File: src/rtl/alu_seq.sv
// ============================================================================
//  Module      : alu_seq
//  Description : Handshaked parametrised ALU with shifts, set-less-than and an
//                optional iterative shift-add multiplier (macro ALU_SEQ_MUL_EN).
//  Revision    : 1.0 - initial release
// ============================================================================
`default_nettype none

module alu_seq #(
   parameter int WIDTH = 8,
   parameter int SHW   = $clog2(WIDTH)
) (
   input  logic             clk,
   input  logic             rst_n,
   input  logic             in_valid,
   output logic             in_ready,
   input  logic [WIDTH-1:0] a,
   input  logic [WIDTH-1:0] b,
   input  logic [3:0]       op,
   input  logic [SHW-1:0]   shamt,
   output logic             out_valid,
   input  logic             out_ready,
   output logic [WIDTH-1:0] result,
   output logic             zero,
   output logic             carry,
   output logic             overflow,
   output logic             busy
);

   localparam logic [3:0] C_OP_ADD  = 4'd0;
   localparam logic [3:0] C_OP_AND  = 4'd1;
   localparam logic [3:0] C_OP_OR   = 4'd2;
   localparam logic [3:0] C_OP_SUB  = 4'd3;
   localparam logic [3:0] C_OP_XOR  = 4'd4;
   localparam logic [3:0] C_OP_SLT  = 4'd5;
   localparam logic [3:0] C_OP_NOR  = 4'd6;
   localparam logic [3:0] C_OP_SLL  = 4'd7;
   localparam logic [3:0] C_OP_SRL  = 4'd8;
   localparam logic [3:0] C_OP_SRA  = 4'd9;
   localparam logic [3:0] C_OP_SLTU = 4'd11;

   logic             r_out_valid;
   logic [WIDTH-1:0] r_result;
   logic             r_zero;
   logic             r_carry;
   logic             r_overflow;

   logic [WIDTH:0]   w_sum;
   logic [WIDTH:0]   w_diff;
   logic [WIDTH:0]   w_sll;
   logic [WIDTH:0]   w_srl;
   logic [WIDTH:0]   w_sra;
   logic [WIDTH-1:0] w_res;
   logic             w_c;
   logic             w_v;
   logic             w_legal;
   logic             w_accept;

   logic             w_ld;
   logic [WIDTH-1:0] w_ld_res;
   logic             w_ld_zero;
   logic             w_ld_c;
   logic             w_ld_v;

   // Shift operands carry one extra bit so the last bit shifted out lands there.
   assign w_sum  = {1'b0, a} + {1'b0, b};
   assign w_diff = {1'b0, a} - {1'b0, b};
   assign w_sll  = {1'b0, a} << shamt;
   assign w_srl  = {a, 1'b0} >> shamt;
   assign w_sra  = $signed({a, 1'b0}) >>> shamt;

   always_comb begin
      w_res   = '0;
      w_c     = 1'b0;
      w_v     = 1'b0;
      w_legal = 1'b1;
      case (op)
         C_OP_ADD: begin
            w_res = w_sum[WIDTH-1:0];
            w_c   = w_sum[WIDTH];
            w_v   = (a[WIDTH-1] == b[WIDTH-1]) && (w_sum[WIDTH-1] != a[WIDTH-1]);
         end
         C_OP_AND:  w_res = a & b;
         C_OP_OR:   w_res = a | b;
         C_OP_SUB: begin
            w_res = w_diff[WIDTH-1:0];
            w_c   = w_diff[WIDTH];
            w_v   = (a[WIDTH-1] != b[WIDTH-1]) && (w_diff[WIDTH-1] != a[WIDTH-1]);
         end
         C_OP_XOR:  w_res = a ^ b;
         C_OP_SLT:  w_res = {{(WIDTH-1){1'b0}}, ($signed(a) < $signed(b))};
         C_OP_NOR:  w_res = ~(a | b);
         C_OP_SLL: begin
            w_res = w_sll[WIDTH-1:0];
            w_c   = w_sll[WIDTH];
         end
         C_OP_SRL: begin
            w_res = w_srl[WIDTH:1];
            w_c   = w_srl[0];
         end
         C_OP_SRA: begin
            w_res = w_sra[WIDTH:1];
            w_c   = w_sra[0];
         end
         C_OP_SLTU: w_res = {{(WIDTH-1){1'b0}}, (a < b)};
         default:   w_legal = 1'b0;
      endcase
   end

`ifdef ALU_SEQ_MUL_EN
   localparam logic [3:0]     C_OP_MUL = 4'd10;
   localparam logic [SHW-1:0] C_LAST   = SHW'(WIDTH - 1);

   typedef enum logic [0:0] {
      S_IDLE = 1'b0,
      S_MULT = 1'b1
   } state_t;

   state_t             r_state;
   logic               r_busy;
   logic [2*WIDTH-1:0] r_mcand;
   logic [WIDTH-1:0]   r_mplier;
   logic [2*WIDTH-1:0] r_acc;
   logic [SHW-1:0]     r_cnt;
   logic [2*WIDTH-1:0] w_acc_next;
   logic               w_fin;
   logic               w_is_mul;

   assign in_ready   = (r_state == S_IDLE) && (!r_out_valid || out_ready);
   assign w_accept   = in_valid && in_ready;
   assign w_is_mul   = (op == C_OP_MUL);
   assign w_acc_next = r_mplier[0] ? (r_acc + r_mcand) : r_acc;
   assign w_fin      = (r_state == S_MULT) && (r_cnt == C_LAST);

   // The final iteration's sum goes straight into the output register.
   assign w_ld      = (w_accept && !w_is_mul) || w_fin;
   assign w_ld_res  = w_fin ? w_acc_next[WIDTH-1:0] : w_res;
   assign w_ld_c    = w_fin ? (|w_acc_next[2*WIDTH-1:WIDTH]) : w_c;
   assign w_ld_v    = w_fin ? (|w_acc_next[2*WIDTH-1:WIDTH]) : w_v;
   assign w_ld_zero = w_fin ? (w_acc_next[WIDTH-1:0] == '0) : (w_legal && (w_res == '0));
   assign busy      = r_busy;
`else
   assign in_ready  = !r_out_valid || out_ready;
   assign w_accept  = in_valid && in_ready;
   assign w_ld      = w_accept;
   assign w_ld_res  = w_res;
   assign w_ld_c    = w_c;
   assign w_ld_v    = w_v;
   assign w_ld_zero = w_legal && (w_res == '0);
   assign busy      = 1'b0;
`endif

   always_ff @(posedge clk or negedge rst_n) begin
      if (!rst_n) begin
         r_out_valid <= 1'b0;
         r_result    <= '0;
         r_zero      <= 1'b0;
         r_carry     <= 1'b0;
         r_overflow  <= 1'b0;
`ifdef ALU_SEQ_MUL_EN
         r_state     <= S_IDLE;
         r_busy      <= 1'b0;
         r_mcand     <= '0;
         r_mplier    <= '0;
         r_acc       <= '0;
         r_cnt       <= '0;
`endif
      end else begin
`ifdef ALU_SEQ_MUL_EN
         case (r_state)
            S_IDLE: begin
               if (w_accept && w_is_mul) begin
                  r_state  <= S_MULT;
                  r_busy   <= 1'b1;
                  r_mcand  <= {{WIDTH{1'b0}}, a};
                  r_mplier <= b;
                  r_acc    <= '0;
                  r_cnt    <= '0;
               end
            end
            S_MULT: begin
               r_acc    <= w_acc_next;
               r_mcand  <= r_mcand << 1;
               r_mplier <= r_mplier >> 1;
               r_cnt    <= r_cnt + 1'b1;
               if (w_fin) begin
                  r_state <= S_IDLE;
                  r_busy  <= 1'b0;
               end
            end
            default: r_state <= S_IDLE;
         endcase
`endif
         if (w_ld) begin
            r_out_valid <= 1'b1;
            r_result    <= w_ld_res;
            r_zero      <= w_ld_zero;
            r_carry     <= w_ld_c;
            r_overflow  <= w_ld_v;
         end else if (r_out_valid && out_ready) begin
            r_out_valid <= 1'b0;
         end
      end
   end

   assign out_valid = r_out_valid;
   assign result    = r_result;
   assign zero      = r_zero;
   assign carry     = r_carry;
   assign overflow  = r_overflow;

endmodule

`default_nettype wire

File: config.mk
export PLATFORM = sky130hd
export DESIGN_NAME = alu_seq
export DESIGN_NICKNAME = d
export VERILOG_FILES = /design/src/rtl/alu_seq.sv
export SDC_FILE = /design/constraint.sdc
export NUM_CORES = 1
export LEC_CHECK = 0
export CAP_MARGIN = 15
export CORE_AREA = 2 2 69 71
export CTS_CLUSTER_DIAMETER = 80
export DETAILED_ROUTE_END_ITERATION = 12
export DIE_AREA = 0 0 71 73
export PLACE_DENSITY = 0.85
export SLEW_MARGIN = 20
export SYNTH_ARGS = -nofsm -noshare
export SYNTH_HDL_FRONTEND = slang
export SYNTH_SLANG_ARGS = --single-unit
File: constraint.sdc
create_clock -name clk -period 2.2 [get_ports clk]
set_clock_uncertainty 0.15 [all_clocks]
set_input_delay 0.66 -clock clk [delete_from_list [all_inputs] [get_ports clk]]
set_output_delay 0.66 -clock clk [all_outputs]
set_load 0.02 [all_outputs]
==> impl_results.md, run 1 <==
* Root buffer cell: clkbuf_8
* H-tree level count at 1
* RePlAce Congestion at 1.02
* Post-synth top area share at 0.118
* Clk sinks at 12
* Clock tree buffer depth at 2
* Count leader, synth: inv_1
* Top cells by count, synth: inv_1 (28), ha_1 (24), nand2_1 (24)
* Library cells used by synthesis at 64
* GRT worst endpoint: zero$_DFFE_PN0P_/D
* Num CTS Buffers at 3
* Yosys warnings at 0
* Asr flop ratio synth at 1.00
* Cells after synthesis at 311
* DP Worst Slack at -1.32 ns
* Cts-stage hold buffer count at 0
* Outcome: aborted with a tool error
* Cell taking the most area after synthesis: dfrtp_1
* Placed Instances at 480
* # rows at 25
* DIE WIDTH at 71 µm
* I/O pin total at 41
* Most used flip-flop cell after synthesis: dfrtp_1
* Largest net degree at the start of global routing at 18
* Failed at: 5_1_grt
* PortBufs at 39
* WEP type: register data pin
* Detailed Place HPWL at 7340 µm
* Die height at 73 µm
* Top cells by area, synth: dfrtp_1 (12%), ha_1 (12%), mux4_2 (6.2%)
* #FFs+latches synth at 12
* Syn avg cell area at 8.16 µm²
* Err: [ERROR DPL-0038] Utilization greater than 100%, impossible to legalize
* Initial Util at 0.559
* Post-synthesis sequential area ratio at 0.118
* Number of synthesized flops with an enable pin at 0
* Syn Nets at 364
* Post-Synthesis Cell Area at 0.00254 mm²
[kinds of logic after synthesis]
kind of cell	after synthesis	synth area share
XOR/XNOR	7	0.0242
other	1	0.00148
AO/OA/AOI/OAI	95	0.278
AND/OR/NAND/NOR	96	0.197
adder cells (fa/ha/maj)	26	0.134
multiplexers	23	0.154
flip-flops	12	0.118
buffers and inverters	51	0.0932
[through the flow]
stage	utilization	setup TNS, ns	area (µm²)
global placement	0.820	-12.08	3720
floorplan	-	-2.57	2670
CTS	0.938	-3.46	4260
detailed placement	0.820	-13.34	3720
[repair_timing]
item	4_1_cts
buffers inserted	22
resized for setup	154
pin swaps	32
endpoints found under the setup margin	12
==> inputs of run 2 (changes only) <==
- CORE_AREA: 2 2 69 71 -> 2 2 83 85
- CTS_CLUSTER_DIAMETER: 80 -> default
- DIE_AREA: 0 0 71 73 -> 0 0 85 87
- PLACE_DENSITY: 0.85 -> default
- PLACE_DENSITY_LB_ADDON: default -> 0.15
==> impl_results.md, run 2 <==
* Setup violators final at 11
* Initial Util at 0.386 (was 0.559)
* Multi-input gate area at 0.00248 mm²
* CP Launch Type: input pin
* Total number of vias at 3007
* Failing checks: setup timing
* H-tree level count at 1 (unchanged)
* Most frequent cells in the layout: buf_4 (106), buf_6 (22), nand2_1 (21)
* Clk pin slew, worst setup/hold paths at 0.05 ns
* Critical Path RT at 2.18 ns
* Cell taking the most area after synthesis: dfrtp_1 (unchanged)
* Die height at 87 µm (was 73 µm)
* Overflow after GRT at 0
* Wire per inst at 17.3 µm
* Max-cap violations at 0
* Post-synthesis sequential area ratio at 0.118 (unchanged)
* Top cells by area, synth: dfrtp_1 (12%), ha_1 (12%), mux4_2 (6.2%) (unchanged)
* Clock tree buffer depth at 2 (unchanged)
* Final Total Pwr at 1.56 mW
* Worst Max-Slew Pin Slew at 0.541 ns
* Detailed Place HPWL at 6830 µm (was 7340 µm)
* # nets final at 516
* Sequential share of power at 0.177
* Placed cell areas at 0.00381 mm² (was 0.00372 mm²)
* Peak supply drop at 0.441 mV
* Sw Ratio at 0.383
* Final Max Slew Viols at 0
* Slowest CP cell: a221o_1
* Tcrit/Tclk final at 1.27
* Internal at 965 µW
* Fin crit period at 2.78 ns
* Worst skew pair latency at 0.24 ns
* Worst hold path class: flip-flop to flip-flop
* Top cells by count, synth: inv_1 (28), ha_1 (24), nand2_1 (24) (unchanged)
* Initial DRC Count at 180
* Most used flip-flop cell after synthesis: dfrtp_1 (unchanged)
* Final wirelength at 9390 µm
* DIE WIDTH at 85 µm (was 71 µm)
* PortBufs at 39 (unchanged)
* Hold slack at 0.327 ns
* CP Class: input pin to flip-flop
* GRT Max-Usage Layer: met2
* Slowest cell delay on critical path at 0.34 ns
* Core Footprint at 0.00657 mm²
* # rows at 30 (was 25)
* Yosys warnings at 0 (unchanged)
* Full die area at 0.00740 mm²
* CTS tree: yes
* RSZ-0062 raised after global routing: yes
* Synthesis-to-finish area growth at 75.3%
* Critical path fanouts, max at 3
* Antenna violations before repair at 0
* Arr. time, crit path at 2.76 ns
* Outcome: complete, but fails checks (was aborted with a tool error)
* Avg Vias per Cell at 5.55
* M1 GR Usage at 0.319
* Clock share of power at 0.157
* Layout cells sized above 1 at 0.554
* Syn Nets at 364 (unchanged)
* Num CTS Buffers at 3 (unchanged)
* Critical-path cell list: buf_8, clkinvlp_4, buf_6, ha_4, a21oi_4, o211ai_1, or2_4, a221o_1, a211o_1, mux2_4
* F_max at 0.359 GHz
* #FFs+latches synth at 12 (unchanged)
* Fillers at 508
* Largest net degree at the start of global routing at 16
* Worst path buffer plus inverter count at 3
* Final hold vios at 0
* Cells after synthesis at 311 (unchanged)
* CP endpoint kind: flip-flop
* Number of synthesized flops with an enable pin at 0 (unchanged)
* DRT Pass-1 Iters at 4
* Slew margin rel. at 0.638
* Post-synth top area share at 0.118 (unchanged)
* RePlAce Congestion at 0.916 (was 1.02)
* Cell area after layout at 0.00445 mm²
* Largest register FFs at 8
* M3 GR Usage at 0.0171
* Post-Synthesis Cell Area at 0.00254 mm² (unchanged)
* DRT antenna net count at 0
* CP top delay family: compound AO/OA/AOI/OAI gates
* Clk sinks at 12 (unchanged)
* Final setup margin at -0.584 ns
* Library cells used by synthesis at 64 (unchanged)
* Asr flop ratio synth at 1.00 (unchanged)
* Count leader, synth: inv_1 (unchanged)
* Storage cell area at 300 µm²
* Grt met2 use at 0.463
* LEAKAGE at 1.96 nW
* GRT Total Usage at 0.254
* # diodes at 0
* P_sw at 598 µW
* Post-route DRC violation count at 0
* PD cells at 351 mW/mm²
* First-pass GRT wire length at 15100 µm
* Vias in the first global route at 3098
* I/O pin total at 41 (unchanged)
* Setup TNS at -3.91 ns
* Syn avg cell area at 8.16 µm² (unchanged)
* Commonest non-fill, non-tap cell in the layout: buf_4
* Combinational share of power at 0.666
* Root buffer cell: clkbuf_8 (unchanged)
## run 2: final timing paths
path	from	to	slack (ns)	depth (start not counted)
worst min-delay path	result[6]$_DFFE_PN0P_	result[6]$_DFFE_PN0P_	0.33	2
worst min register to register	result[6]$_DFFE_PN0P_	result[6]$_DFFE_PN0P_	0.33	2
worst max register to register	out_valid$_DFFE_PN0P_	result[3]$_DFFE_PN0P_	0.57	5
worst max-delay path	a[1]	result[5]$_DFFE_PN0P_	-0.58	10
min in group asynchronous	rst_n	out_valid$_DFFE_PN0P_	0.62	1
max in group asynchronous	rst_n	result[6]$_DFFE_PN0P_	0.92	1
## run 2: layout make-up
| cell class | instances | area share |
|---|---|---|
| Tap cell | 80 | 0.0225 |
| Multi-Input combinational cell | 248 | 0.557 |
| Sequential cell | 12 | 0.0675 |
| Inverter | 28 | 0.0256 |
| Timing Repair Buffer | 170 | 0.315 |
| Clock buffer | 4 | 0.0124 |
## run 2: power groups by stage
stage / combinational (mW) / clock, mW / sequential (mW)
finish: 1.04 / 0.246 / 0.277
global route: 1.11 / 0.254 / 0.282
CTS: 0.983 / 0.254 / 0.277
detailed placement: 0.855 / 0 / 0.280
global placement: 0.844 / 0 / 0.277
floorplan: 0.419 / 0 / 0.323
## run 2: per-stage QoR
step           cells  setup WS [ns]  utilization
2_1_floorplan    311         -0.431            -
3_3_place_gp     515          -1.20        0.579
3_5_place_dp     515          -1.26        0.579
4_1_cts          537         -0.560        0.659
5_1_grt          542         -0.617        0.677
6_report         542         -0.584        0.677
## run 2: logic make-up (layout without fill, tap and decap cells)
family          count (synthesis)  count (layout)  synth area share
simple gates                   96              96             0.197
mux                            23              23             0.154
fa+ha+maj                      26              26             0.134
xor+xnor                        7               7            0.0242
other cells                     1               1           0.00148
buf+inv                        51             202            0.0932
compound gates                 95              95             0.278
flops                          12              12             0.118
## run 2: routing by layer
layer | routed length (µm) | vias to the layer above
met2 | 4710 | 96
met1 | 4030 | 1429
met5 | 0 | -
met4 | 226 | 0
li1 | - | 1459
met3 | 426 | 23
## run 2: worst register-to-register path: stages (launching register included)
cell and delay (ns):
dfrtp_1 0.38, nand2b_4 0.07, buf_4 0.13, nand2_1 0.14, buf_4 0.27, mux2_2 0.36
## run 2: repair_timing
action / in CTS / in global routing
gates cloned: 5 / 1
setup endpoints to repair: 12 / 11
gates resized for setup: 162 / 27
setup buffers: 15 / 5
hold buffers: 0 / 0
pin swaps: 39 / 25
(Power assumes the default switching activity.)
